`src/rtl/pdp8_binload_pkg.sv`:
```
// pdp8_binload_defs: shared encodings and loader register set for the BIN tape loader
package pdp8_binload_defs;
  typedef enum logic [2:0] {IDLE, SEEK, LEADER, FRAMES, LO, WRITE, FINISH} state_t;
  typedef enum logic [2:0] {C_LEADER, C_RUBOUT, C_FIELD, C_ORIGIN, C_DATA, C_IGNORE} cls_t;
  localparam logic [7:0] B_LEADER = 8'o200;
  localparam logic [7:0] B_RUBOUT = 8'o377;
  localparam logic [7:0] M_ORIGIN = 8'o100;
  localparam logic [7:0] M_FIELD  = 8'o300;
  typedef struct packed {
    state_t      state;
    logic [2:0]  field;
    logic [11:0] origin;
    logic [11:0] sum;
    logic        pend_v;
    logic [11:0] pend_word;
    logic [14:0] pend_addr;
    logic [7:0]  hi;
    logic        req;
    logic [14:0] ma;
    logic [11:0] dout;
    logic        done;
    logic        cksum_err;
    logic        fmt_err;
    logic [14:0] count;
  } regs_t;
endpackage

```
`src/rtl/pdp8_binload_classify.sv`:
```
// pdp8_binload_classify: combinational BIN tape byte classifier
module pdp8_binload_classify
  import pdp8_binload_defs::*;
(
  input  logic [7:0] b,
  output cls_t       cls
);
  always_comb
    cls = b == B_LEADER ? C_LEADER :
          b == B_RUBOUT ? C_RUBOUT :
          (b & M_FIELD) == M_FIELD ? (b[2:0] == 3'd0 ? C_FIELD : C_IGNORE) :
          (b & M_FIELD) == M_ORIGIN ? C_ORIGIN :
          (b & M_FIELD) == 8'd0 ? C_DATA : C_IGNORE;
endmodule

```
`src/rtl/pdp8_binload.sv`:
```
// pdp8_binload: BIN paper-tape loader depositing words into memory via the ext-RAM handshake
module pdp8_binload
  import pdp8_binload_defs::*;
#(
  parameter int ADDR_W = 15
) (
  input  logic              clk,
  input  logic              reset,
  input  logic              start,
  input  logic [7:0]        in_data,
  input  logic              in_valid,
  output logic              in_ready,
  output logic              ram_write_req,
  output logic [ADDR_W-1:0] ram_ma,
  output logic [11:0]       ram_out,
  input  logic              ram_done,
  output logic              busy,
  output logic              done,
  output logic              cksum_err,
  output logic              fmt_err,
  output logic [ADDR_W-1:0] word_count
);
  regs_t r, n;
  cls_t cls;
  logic acc;
  logic trailer;
  logic [11:0] word;
  pdp8_binload_classify u_cls (.b(in_data), .cls(cls));
  assign in_ready = (r.state inside {SEEK, LEADER, FRAMES, LO}) && !r.req;
  assign acc = in_valid && in_ready;
  assign trailer = cls == C_LEADER && r.state == FRAMES;
  assign word = {r.hi[5:0], in_data[5:0]};
  always_comb begin
    n = r;
    case (r.state)
      IDLE: if (start) begin
        n = '0;
        n.state = SEEK;
      end
      SEEK: if (acc && cls == C_LEADER) n.state = LEADER;
      LEADER, FRAMES: if (acc) begin
        n.state = trailer ? FINISH : cls == C_LEADER ? LEADER :
                  (cls == C_ORIGIN || cls == C_DATA) ? LO : FRAMES;
        n.hi = in_data;
        n.field = cls == C_FIELD ? in_data[5:3] : r.field;
        n.done = r.done || trailer;
        n.cksum_err = trailer ? (!r.pend_v || r.pend_word != r.sum) : r.cksum_err;
      end
      LO: if (acc && cls != C_RUBOUT) begin
        if (in_data[7:6] != 2'b00) begin
          n.fmt_err = 1'b1;
          n.done = 1'b1;
          n.state = IDLE;
        end else begin
          // the previous word is only committed once we know it was not the checksum
          if (r.pend_v) begin
            n.sum = n.sum + 12'(r.pend_word[11:6]) + 12'(r.pend_word[5:0]);
            n.req = 1'b1;
            n.ma = r.pend_addr;
            n.dout = r.pend_word;
            n.count = r.count + 15'd1;
            n.pend_v = 1'b0;
          end
          if (r.hi[6]) begin
            n.sum = n.sum + 12'(r.hi) + 12'(in_data);
            n.origin = word;
          end else begin
            n.pend_v = 1'b1;
            n.pend_word = word;
            n.pend_addr = {r.field, r.origin};
            n.origin = r.origin + 12'd1;
          end
          n.state = r.pend_v ? WRITE : FRAMES;
        end
      end
      WRITE: if (ram_done) begin
        n.req = 1'b0;
        n.state = FRAMES;
      end
      FINISH: n.state = IDLE;
      default: n.state = IDLE;
    endcase
  end
  always_ff @(posedge clk)
    if (reset) r <= '0;
    else r <= n;
  assign ram_write_req = r.req;
  assign ram_ma = ADDR_W'(r.ma);
  assign ram_out = r.dout;
  assign busy = r.state != IDLE && r.state != FINISH;
  assign done = r.done;
  assign cksum_err = r.cksum_err;
  assign fmt_err = r.fmt_err;
  assign word_count = ADDR_W'(r.count);
endmodule

```
`config.mk`:
```
export PLATFORM = sky130hd
export DESIGN_NAME = pdp8_binload
export DESIGN_NICKNAME = d
export VERILOG_FILES = /design/src/rtl/pdp8_binload_pkg.sv /design/src/rtl/pdp8_binload_classify.sv /design/src/rtl/pdp8_binload.sv
export SDC_FILE = /design/constraint.sdc
export NUM_CORES = 1
export LEC_CHECK = 0
export CAP_MARGIN = 5
export CORE_ASPECT_RATIO = 0.75
export CORE_MARGIN = 2
export CORE_UTILIZATION = 40
export CTS_CLUSTER_SIZE = 10
export DETAILED_ROUTE_END_ITERATION = 10
export PLACE_DENSITY = 0.58
export RECOVER_POWER = 25
export SLEW_MARGIN = 10
export SYNTH_ARGS = -nofsm -noshare
export SYNTH_HDL_FRONTEND = slang
export SYNTH_SLANG_ARGS = --single-unit
```
`constraint.sdc`:
```
create_clock -name clk -period 9.95 [get_ports clk]
set_clock_uncertainty 0.1 [all_clocks]
set_input_delay 1.99 -clock clk [delete_from_list [all_inputs] [get_ports clk]]
set_output_delay 1.99 -clock clk [all_outputs]
set_load 0.02 [all_outputs]
```
* After elaboration in Yosys (flattened, before gate mapping)
Cells that the tools add are included.
Storage, ports and cells: output and inout port bits 48, bits in read-only memories 0, RAM bits 0, register bits 112, bits of input ports 13, word-level logic and storage cells 126, memories kept 0, bits in latches 0
Operators by class: bitwise gates (word level) 0, muxes and demuxes 46, $lt $le $gt $ge 0, equal/unequal tests 26, shift-type cells 0, reductions and logical operators 33, add/sub/neg operators 6, $mul 0, div/mod/pow operators 0
Operators with widths (count):
- two-way mux 112 bit | 1
- two-way mux 52 bit | 2
- one-hot mux 52 bit (2 select lines) | 1
- two-way mux 28 bit | 3
- one-hot mux 27 bit (2 select lines) | 1
- two-way mux 13 bit | 4
- two-way mux 3 bit | 14
- one-hot mux 16 bit (2 select lines) | 1
- two-way mux 15 bit | 2
- two-way mux 29 bit | 1
- adder 12 x 6 -> 12 bit | 2
- adder 12 x 8 -> 12 bit | 2
- two-way mux 12 bit | 2
- AND reduction 5 bit | 4
- equality test 8 bit (second input constant) | 2
- two-way mux 16 bit | 1
- != test 2 bit (second input constant) | 8
- one-hot mux 8 bit (2 select lines) | 1
- AND reduction 4 bit | 4
- adder 15 x 1 -> 15 bit (second input constant) | 1
- one-hot mux 3 bit (5 select lines) | 1
- adder 12 x 1 -> 12 bit (second input constant) | 1
- equality test 3 x 2 -> 1 bit (second input constant) | 4
- != test 12 bit | 1
- 25 further kinds | 47

* Longest topological paths before layout
Gate-level depths: netlist (run 1).
depth after elaboration 16, gate-level depth with buffers 18, depth with buffers taken out 18

* By module
Synthesis (run 1) repeated with hierarchy kept, for this count alone.
Unflattened totals: cell total of the unflattened synthesis 764, area, all modules 6349.8 um^2
By module, submodules not included:
- pdp8_binload | area each 6264.8 um^2, cells each 754, seq. area each 2242.2 um^2, instances 1
- pdp8_binload_classify | area each 85.1 um^2, cells each 10, seq. area each 0.0 um^2, instances 1

* Worst setup path after synthesis (run 1)
OpenSTA, ideal clock, no wires.
path type input to register, from input port in_data[1], to register r[93] (netlist bit), required time 9.757 ns, setup slack 5.615 ns, cell stages on the path 12, data arrival time 4.142 ns, buffers on the path 0, setup time 0.093 ns, cell sequence inv_1 fa_1 inv_1 ha_1 inv_1 fa_1 nor2b_1 o31ai_2 a21oi_1 o31a_1 a311o_1 o311ai_2
Between the ends: cells in the longest elaborated chain, start to end 9, elaborated cells between the ends (all ways) 16, classes of those cells add/sub (1); eq/ne (4); mux (8); reduce/logical (3)
Ends and longest elaborated chain:
- start: declaration | line pdp8_binload.sv:10 | input logic [7:0] in_data,
- branches (longest 9 deep; another with adder 12 x 8 -> 12 bit)
- end signal: assignment | line pdp8_binload.sv:86 | else r <= n;
- end: declaration | line pdp8_binload.sv:23 | regs_t r, n;
Several ways; the timed one is not identified. The select of a mux whose other input is x is not followed. A chain may end at the register's enable or synchronous reset.

* Final worst setup path (run 1)
Ends and elaborated chain as after synthesis.

==> results of run 1 <==
area by class of cell:
cell class | instances | area (µm²) | share of cell area
Timing Repair Buffer | 65 | 633 | 0.0888
Tap cell | 210 | 263 | 0.0368
Clock inverter | 6 | 67.6 | 0.00948
Clock buffer | 10 | 239 | 0.0335
Inverter | 28 | 105 | 0.0147
Multi-Input combinational cell | 562 | 3580 | 0.502
Sequential cell | 112 | 2240 | 0.314
cells by family (layout without fill, tap and decap cells):
family / count (synthesis) / count (layout) / synth area share
DFF: 112 / 112 / 0.348
adders and majority gates: 32 / 32 / 0.0808
xor gates and xnor gates: 36 / 36 / 0.0490
muxes: 11 / 11 / 0.0175
buffers and inverters: 113 / 109 / 0.0962
AOI/OAI and AO/OA: 196 / 196 / 0.197
and+or+nand+nor: 287 / 287 / 0.211
state kept, by name, summed over array words and instances (netlist names):
signal and flops:
r 66, ram_ma 15, word_count 15, ram_out 12
cksum_err 1, done 1, fmt_err 1, ram_write_req 1
metal layers:
| layer | up-vias | routed length, µm | track usage |
|---|---|---|---|
| met3 | 26 | 1150 | 0.0392 |
| met2 | 222 | 7170 | 0.298 |
| li1 | 2701 | - | - |
| met1 | 2658 | 8380 | 0.297 |
| met5 | - | 0 | 0 |
| met4 | 0 | 286 | 0.0623 |
critical path: stages:
cell and delay (ns):
clkdlybuf4s50_1 0.63, inv_1 0.11, fa_1 0.55, inv_1 0.04, ha_1 0.22, inv_1 0.08
fa_1 0.21, nor2b_1 0.08, o31ai_2 0.28, a21oi_1 0.14, o31a_1 0.31, a311o_1 0.38
o311ai_2 0.07
cells in the final DEF, fill, tap and decap left out, types with 6 or more instances in the layout:
master / instances
a211oi_1: 6
a21o_1: 6
a21oi_1: 67
a22oi_1: 31
a31oi_1: 10
and2_1: 8
and3_1: 6
clkbuf_16: 9
clkdlybuf4s50_1: 19
dfxtp_1: 112
dlygate4sd3_1: 40
fa_1: 16
ha_1: 16
inv_1: 28
mux2i_1: 9
nand2_1: 77
nand3_1: 42
nand4_1: 14
nor2_1: 87
nor2b_1: 8
nor3_1: 16
o21a_1: 8
o21ai_0: 27
xnor2_1: 20
xor2_1: 16
power by group through the flow:
stage / Clock (mW) / Combinational [mW] / Sequential, mW
2_1_floorplan: 0 / 0.185 / 0.474
3_3_place_gp: 0 / 0.241 / 0.485
3_5_place_dp: 0 / 0.244 / 0.485
4_1_cts: 0.385 / 0.245 / 0.475
5_1_grt: 0.403 / 0.271 / 0.477
6_report: 0.374 / 0.246 / 0.475
worst paths after layout:
kind	start	end	slack [ns]
max	in_data[1]	r[93]	5.02
min	ram_ma[0]	ram_ma[0]	0.35
max reg2reg	r[77]	r[92]	5.21
min reg2reg	ram_ma[0]	ram_ma[0]	0.35
stage by stage:
step | power (mW) | setup WS (ns) | hold WS (ns)
after detailed placement | 0.729 | 4.69 | 0.344
after floorplan | 0.659 | 5.61 | 0.332
final | 1.10 | 5.02 | 0.349
after global placement | 0.726 | 4.75 | 0.340
after CTS | 1.10 | 5.05 | 0.354
after global routing | 1.15 | 4.88 | 0.367
==> results.json, run 1 <==
{
  "num_vias": 5607,
  "worst-path-max-fanout": 6,
  "clk_latency_ns": 0.35,
  "cts.path.max_buffers": 2,
  "intPower_mw": 0.733,
  "cts-htree-levels": 3,
  "ys.warnings.count": 0,
  "grt_usage": 0.202,
  "post_cts_buffers": 0,
  "fin_cells": 993,
  "p_leak_nw": 2.65,
  "irDropWorstVdd_uv": 95.8,
  "dp_hpwl_um": 12100,
  "cts_made_buffers": 9,
  "rsz0062_at_grt": "no",
  "drive_gt1_frac": 0.0536,
  "netlist.top_cell.by_area": "dfxtp_1",
  "wirelength_um": 17000,
  "initialDrtViolationCount": 411,
  "cts-root-buf": "clkbuf_16",
  "p_sw_frac": 0.331,
  "yosys_register_bits": 112,
  "die_area_um2": 17100,
  "finalNetCount": 823,
  "numClockSinks": 112,
  "pwr-share-seq": 0.434,
  "setup.worst_path.end_class": "flip-flop",
  "drc_errors": 0,
  "postPlaceCellArea_um2": 6820,
  "placed_cells": 977,
  "yosysMostFrequentCell": "dfxtp_1",
  "tightestPinTransition_ns": 1.11,
  "io-pin-count": 61,
  "cp.arrival_ns": 5.10,
  "portBuffers": 60,
  "finalCritPeriodShare": 0.495,
  "clkPwrFrac": 0.342,
  "grt_max_degree": 88,
  "syn_inst": 787,
  "drv_cap": 0,
  "synth_commonest_cells": "dfxtp_1 (112), nor2_1 (87), nand2_1 (77)",
  "ys_seq_area_frac": 0.348,
  "final_util": 0.449,
  "powerDensity_nw_per_um2": 154,
  "status": "completed",
  "fp-row-count": 40,
  "gp_congestion": 0.927,
  "grt_remaining_overflow": 0,
  "antenna_found_initial": 0,
  "antenna_cells": 0,
  "synth_top_area_share": 0.348,
  "postCtsHoldBufs": 0,
  "min_path_type": "flip-flop to flip-flop",
  "r2r.worst_path.cells": 16,
  "dr.pass1.iters": 5,
  "fin_area_um2": 7130,
  "fp.dieH_um": 114,
  "switchingPower_mw": 0.363,
  "initial_utilization": 0.406,
  "hold_viol": 0,
  "via_per_inst": 5.65,
  "cp.required_ns": 10.12,
  "wl_per_cell_um": 17.1,
  "whs_path_depth": 2,
  "grt_pass1_wl_um": 27400,
  "nFillCells": 1566,
  "layout_min_cycle_time_ns": 4.93,
  "slew_headroom": 0.255,
  "setup_viol": 0,
  "core_um2": 15900,
  "post_cts_resized": 0,
  "combPwrFrac": 0.225,
  "synthFlopType": "dfxtp_1",
  "fin_setup_tns_ns": 0,
  "syn_to_final_growth_pct": 10.7,
  "grt_pass1_vias": 5294,
  "fmax_ghz": 0.203,
  "ant_nets": 0,
  "drv_slew": 0,
  "fp.dieW_um": 151,
  "netlist_area_um2": 6440,
  "clkTransAtPathRegs_ns": 0.07,
  "cts_tree": "done",
  "synth_edf_count": 0,
  "synth.distinct_cells": 67,
  "synth_fp_nets": 832,
  "synthTopCellsByArea": "dfxtp_1 (35%), a21oi_1 (5.3%), buf_4 (5.1%)",
  "synth-async-reset-ratio": 0,
  "cp-start-kind": "input port",
  "critPathKind": "input port to flip-flop",
  "synth_area_per_cell_um2": 8.18
}
Note: power is estimated with default switching activity, not from simulation.
==> run 2, diff against run 1 <==
- PLACE_DENSITY: 0.58 -> 0.6
- clock period: 9.95 -> 4.5 ns (I/O delays scaled with it)
==> results.json, run 2 (synthesis results as in run 1) <==
{
  "finalPower_mw": 2.47,
  "portBuffers": 60,
  "wirelength_um": 18200,
  "tightestPinTransition_ns": 0.897,
  "combPwrFrac": 0.246,
  "ant_nets": 0,
  "critPathKind": "flip-flop to flip-flop",
  "initial_utilization": 0.406,
  "syn_to_final_growth_pct": 14.7,
  "dr.pass1.iters": 5,
  "finalCritPeriodShare": 0.973,
  "dr.max_layer_used": "met4",
  "max_stage_delay_ns": 0.61,
  "irDropWorstVdd_uv": 205,
  "min_to": "ram_out[7]",
  "grt_pass1_vias": 5420,
  "layout_min_cycle_time_ns": 4.38,
  "seqCellArea_um2": 2250,
  "p_sw_frac": 0.351,
  "wl_per_cell_um": 17.9,
  "whs_path_depth": 2,
  "final_util": 0.465,
  "dp_hpwl_um": 13000,
  "r2r-start": "r[70]",
  "powerDensity_nw_per_um2": 334,
  "fp.dieW_um": 151,
  "numClockSinks": 112,
  "cts-root-buf": "clkbuf_16",
  "layout_common_cells": "dfxtp_1 (108), nor2_1 (87), nand2_1 (77)",
  "path_cells": "inv_1 -> fa_1 -> inv_1 -> ha_2 -> inv_1 -> fa_2 -> xnor2_1 -> mux2_2 -> fa_1 -> ha_4 -> nor2b_1 -> o31ai_2 -> a21oi_2 -> o31a_1 -> a311o_1 -> o311ai_2",
  "setup.worst_path.end_class": "flip-flop",
  "slew_headroom": 0.402,
  "cts-htree-levels": 3,
  "io-pin-count": 61,
  "finalNetCount": 847,
  "pwr-share-seq": 0.426,
  "core_um2": 15900,
  "r2r.worst_path.cells": 16,
  "switchingPower_mw": 0.866,
  "drc_errors": 0,
  "status": "completed",
  "worst_path_max_delay_cell": "fa_1",
  "fin_area_um2": 7380,
  "r2r-end": "r[93]",
  "grt_pass1_wl_um": 29400,
  "grt_usage": 0.218,
  "grt_max_degree": 85,
  "p_leak_nw": 2.77,
  "cp-start-kind": "flip-flop",
  "nFillCells": 1559,
  "via_per_inst": 5.62,
  "clkTransAtPathRegs_ns": 0.09,
  "cts.path.max_buffers": 2,
  "cts_tree": "done",
  "intPower_mw": 1.60,
  "rsz0062_at_grt": "yes",
  "final_common_cell": "dfxtp_1",
  "fp-row-count": 40,
  "antenna_found_initial": 0,
  "route.met2.wl_um": 7760,
  "gp_congestion": 0.949,
  "drive_gt1_frac": 0.0991,
  "min_path_type": "flip-flop to flip-flop",
  "drv_slew": 0,
  "met3_length_um": 1190,
  "clk_latency_ns": 0.36,
  "largest_register_ffs": 66,
  "hold_viol": 0,
  "postPlaceCellArea_um2": 6980,
  "multi_input_area_um2": 3660,
  "fin_setup_tns_ns": 0,
  "largest-register": "r",
  "antenna_cells": 0,
  "setup_viol": 0,
  "r2r_setup_slack_ns": 0.12,
  "fmax_ghz": 0.228,
  "worst-path-max-fanout": 4,
  "grt_remaining_overflow": 0,
  "crit_top_cell": "inv_1",
  "cp.arrival_ns": 4.55,
  "clkPwrFrac": 0.328,
  "initialDrtViolationCount": 361,
  "worstHoldStart": "ram_out[7]",
  "num_vias": 5718,
  "cp.required_ns": 4.67,
  "cts_made_buffers": 9,
  "wl_met1_um": 8870,
  "die_area_um2": 17100,
  "drv_cap": 0,
  "fp.dieH_um": 114
}
[run 2: repair_timing]
| item | 4_1_cts | 5_1_grt |
|---|---|---|
| hold buffers | 0 | 0 |
| buffers inserted | 0 | 3 |
| endpoints found under the setup margin | 1 | 5 |
| pin swaps | 0 | 6 |
| gates resized for setup | 1 | 16 |
| endpoints found under the hold margin | 0 | 0 |
[run 2: how the worst max path moves through the flow]
stage | endpoint | slack (ns) | cells past startpoint | start
global placement | r[93] | 0.18 | 17 | r[70]
CTS | r[93] | 0.04 | 18 | r[70]
finish | r[93] | 0.12 | 16 | r[70]
detailed placement | r[93] | 0.02 | 17 | r[70]
floorplan | r[93] | 0.36 | 17 | r[70]
global route | r[93] | -0.02 | 16 | r[70]
[run 2: layout make-up]
class	count	area share
Clock buffer	9	0.0305
Multi-Input combinational cell	562	0.495
Sequential cell	112	0.304
Tap cell	210	0.0356
Clock inverter	7	0.00983
Inverter	28	0.0142
Timing Repair Buffer	89	0.110
[run 2: per-stage QoR]
stage / hold WS [ns] / std cells / setup slack, ns
2_1_floorplan: 0.332 / 787 / 0.364
3_3_place_gp: 0.343 / 998 / 0.177
3_5_place_dp: 0.346 / 998 / 0.0246
4_1_cts: 0.356 / 1014 / 0.0415
5_1_grt: 0.371 / 1017 / -0.0207
6_report: 0.349 / 1017 / 0.120
[run 2: layer usage]
layer | track usage | vias to the layer above
li1 | - | 2747
met1 | 0.319 | 2747
met2 | 0.319 | 193
met3 | 0.0468 | 31
met4 | 0.0654 | 0
met5 | 0 | -
[run 2: critical path: cells and delay by family (launching register included)]
family                   cells  cell delay [ns]
adder cells (fa/ha/maj)      5             1.86
multiplexers                 1             0.29
XOR/XNOR                     1             0.13
flip-flops                   1             0.37
AND/OR/NAND/NOR              1             0.15
AO/OA/AOI/OAI                5             1.21
buffers and inverters        3             0.20
[run 2: power by group through the flow]
| stage | Clock (mW) | Sequential (mW) | Combinational (mW) |
|---|---|---|---|
| 3_5_place_dp | 0 | 1.07 | 0.582 |
| 6_report | 0.810 | 1.05 | 0.607 |
| 2_1_floorplan | 0 | 1.05 | 0.409 |
| 4_1_cts | 0.828 | 1.05 | 0.585 |
| 3_3_place_gp | 0 | 1.07 | 0.578 |
| 5_1_grt | 0.860 | 1.05 | 0.667 |
==> run 3, diff against run 2 <==
- GPL_TIMING_DRIVEN: unset -> 0
- PLACE_DENSITY: 0.6 -> unset
- PLACE_DENSITY_LB_ADDON: unset -> 0.05
==> results.json, run 3 (synthesis results as in run 1) <==
{
  "powerDensity_nw_per_um2": 325,
  "grt_usage": 0.243,
  "postCtsHoldBufs": 0,
  "intPower_mw": 1.65,
  "drc_errors": 0,
  "combPwrFrac": 0.258,
  "cts-htree-levels": 3,
  "core_um2": 15900,
  "fp-row-count": 40,
  "initial_utilization": 0.406,
  "syn_to_final_growth_pct": 20.4,
  "dp_hpwl_um": 15400,
  "setup.worst_path.end_class": "flip-flop",
  "via_per_inst": 5.58,
  "cts_tree": "done",
  "p_leak_nw": 3.00,
  "cp-start-kind": "flip-flop",
  "fp.dieH_um": 114,
  "cts.path.max_buffers": 2,
  "cp.arrival_ns": 4.57,
  "drv_slew": 0,
  "portBuffers": 59,
  "critPathKind": "flip-flop to flip-flop",
  "setup_viol": 0,
  "largest_register_ffs": 66,
  "status": "completed",
  "tightestPinTransition_ns": 0.883,
  "p_sw_frac": 0.345,
  "fp.dieW_um": 151,
  "drv_cap": 0,
  "numClockSinks": 112,
  "clk_latency_ns": 0.36,
  "num_vias": 6010,
  "io-pin-count": 61,
  "ant_nets": 0,
  "cts_made_buffers": 9,
  "irDropWorstVdd_uv": 169,
  "grt_pass1_wl_um": 31700,
  "cp.required_ns": 4.67,
  "layout_common_cells": "dfxtp_1 (106), nor2_1 (87), nand2_1 (77)",
  "pwr-share-seq": 0.410,
  "grt_pass1_vias": 5719,
  "final_common_cell": "dfxtp_1",
  "largest-register": "r",
  "slew_headroom": 0.410,
  "switchingPower_mw": 0.869,
  "drive_gt1_frac": 0.140,
  "dr.pass1.iters": 5,
  "antenna_found_initial": 0,
  "wirelength_um": 20200,
  "finalCritPeriodShare": 0.976,
  "grt_max_degree": 20,
  "fmax_ghz": 0.228,
  "wl_per_cell_um": 18.8,
  "clkTransAtPathRegs_ns": 0.08,
  "min_path_type": "flip-flop to flip-flop",
  "grt_remaining_overflow": 0,
  "finalPower_mw": 2.52,
  "finalNetCount": 907,
  "layout_min_cycle_time_ns": 4.39,
  "worst-path-max-fanout": 4,
  "gp_congestion": 0.909,
  "clkPwrFrac": 0.332,
  "initialDrtViolationCount": 409,
  "hold_viol": 0,
  "cts-root-buf": "clkbuf_16",
  "fin_setup_tns_ns": 0,
  "die_area_um2": 17100,
  "antenna_cells": 0
}
run 3: metal layers:
metal / wire length [µm] / track usage / part of all wire / vias to the layer above
li1: - / - / - / 2867
met1: 9760 / 0.361 / 0.48 / 2912
met2: 8790 / 0.364 / 0.43 / 217
met3: 1500 / 0.0508 / 0.074 / 14
met4: 195 / 0.0472 / 0.0096 / 0
met5: 0 / 0 / 0 / -
run 3: path summary, 6_finish.rpt:
| path | cells past startpoint | endpoint | startpoint | slack, ns |
|---|---|---|---|---|
| min reg2reg | 2 | ram_out[1] | ram_out[1] | 0.35 |
| max reg2reg | 16 | r[93] | r[70] | 0.11 |
| min | 2 | ram_out[1] | ram_out[1] | 0.35 |
| max | 16 | r[93] | r[70] | 0.11 |
run 3: worst max-delay path, stage by stage, from the launching register on:
cell and delay (ns):
dfxtp_4 0.38, inv_1 0.06, fa_1 0.47, inv_1 0.11, ha_4 0.16, inv_1 0.06, fa_2 0.36, xnor2_1 0.15
mux2_4 0.30, fa_1 0.56, ha_4 0.23, nor2b_1 0.15, o31ai_2 0.35, a21oi_2 0.12, o31a_1 0.29, a311o_1 0.38
o311ai_2 0.07
run 3: repair_timing:
item / in CTS / in global routing
pin swaps: 6 / 10
setup endpoints to repair: 4 / 4
resized for setup: 16 / 11
setup buffers: 2 / 3
run 3: power by group through the flow:
stage / combinational (mW) / clock (mW) / sequential [mW]
2_1_floorplan: 0.409 / 0 / 1.05
3_3_place_gp: 0.617 / 0 / 1.06
3_5_place_dp: 0.621 / 0 / 1.06
4_1_cts: 0.630 / 0.862 / 1.03
5_1_grt: 0.708 / 0.901 / 1.04
6_report: 0.651 / 0.837 / 1.03
run 3: layout make-up:
type,count,area (µm²)
well taps,210,263
repair buffers,64,628
clock inverters,6,76.3
inverters,28,105
flip-flops and latches,112,2250
plain buffers,85,514
multi-input cells,562,3680
fillers,1595,8110
clock buffers,10,229
run 3: metrics by stage:
step                      hold WS (ns)   util  setup WS [ns]  area (µm²)  instances
after global placement           0.343  0.460         -0.118        7290       1056
after CTS                        0.356  0.483        0.00463        7660       1074
final                            0.351  0.489          0.106        7750       1077
after floorplan                  0.332      -          0.364        6440        787
after detailed placement         0.346  0.460         -0.203        7290       1056
after global routing             0.368  0.489       -0.00393        7750       1077
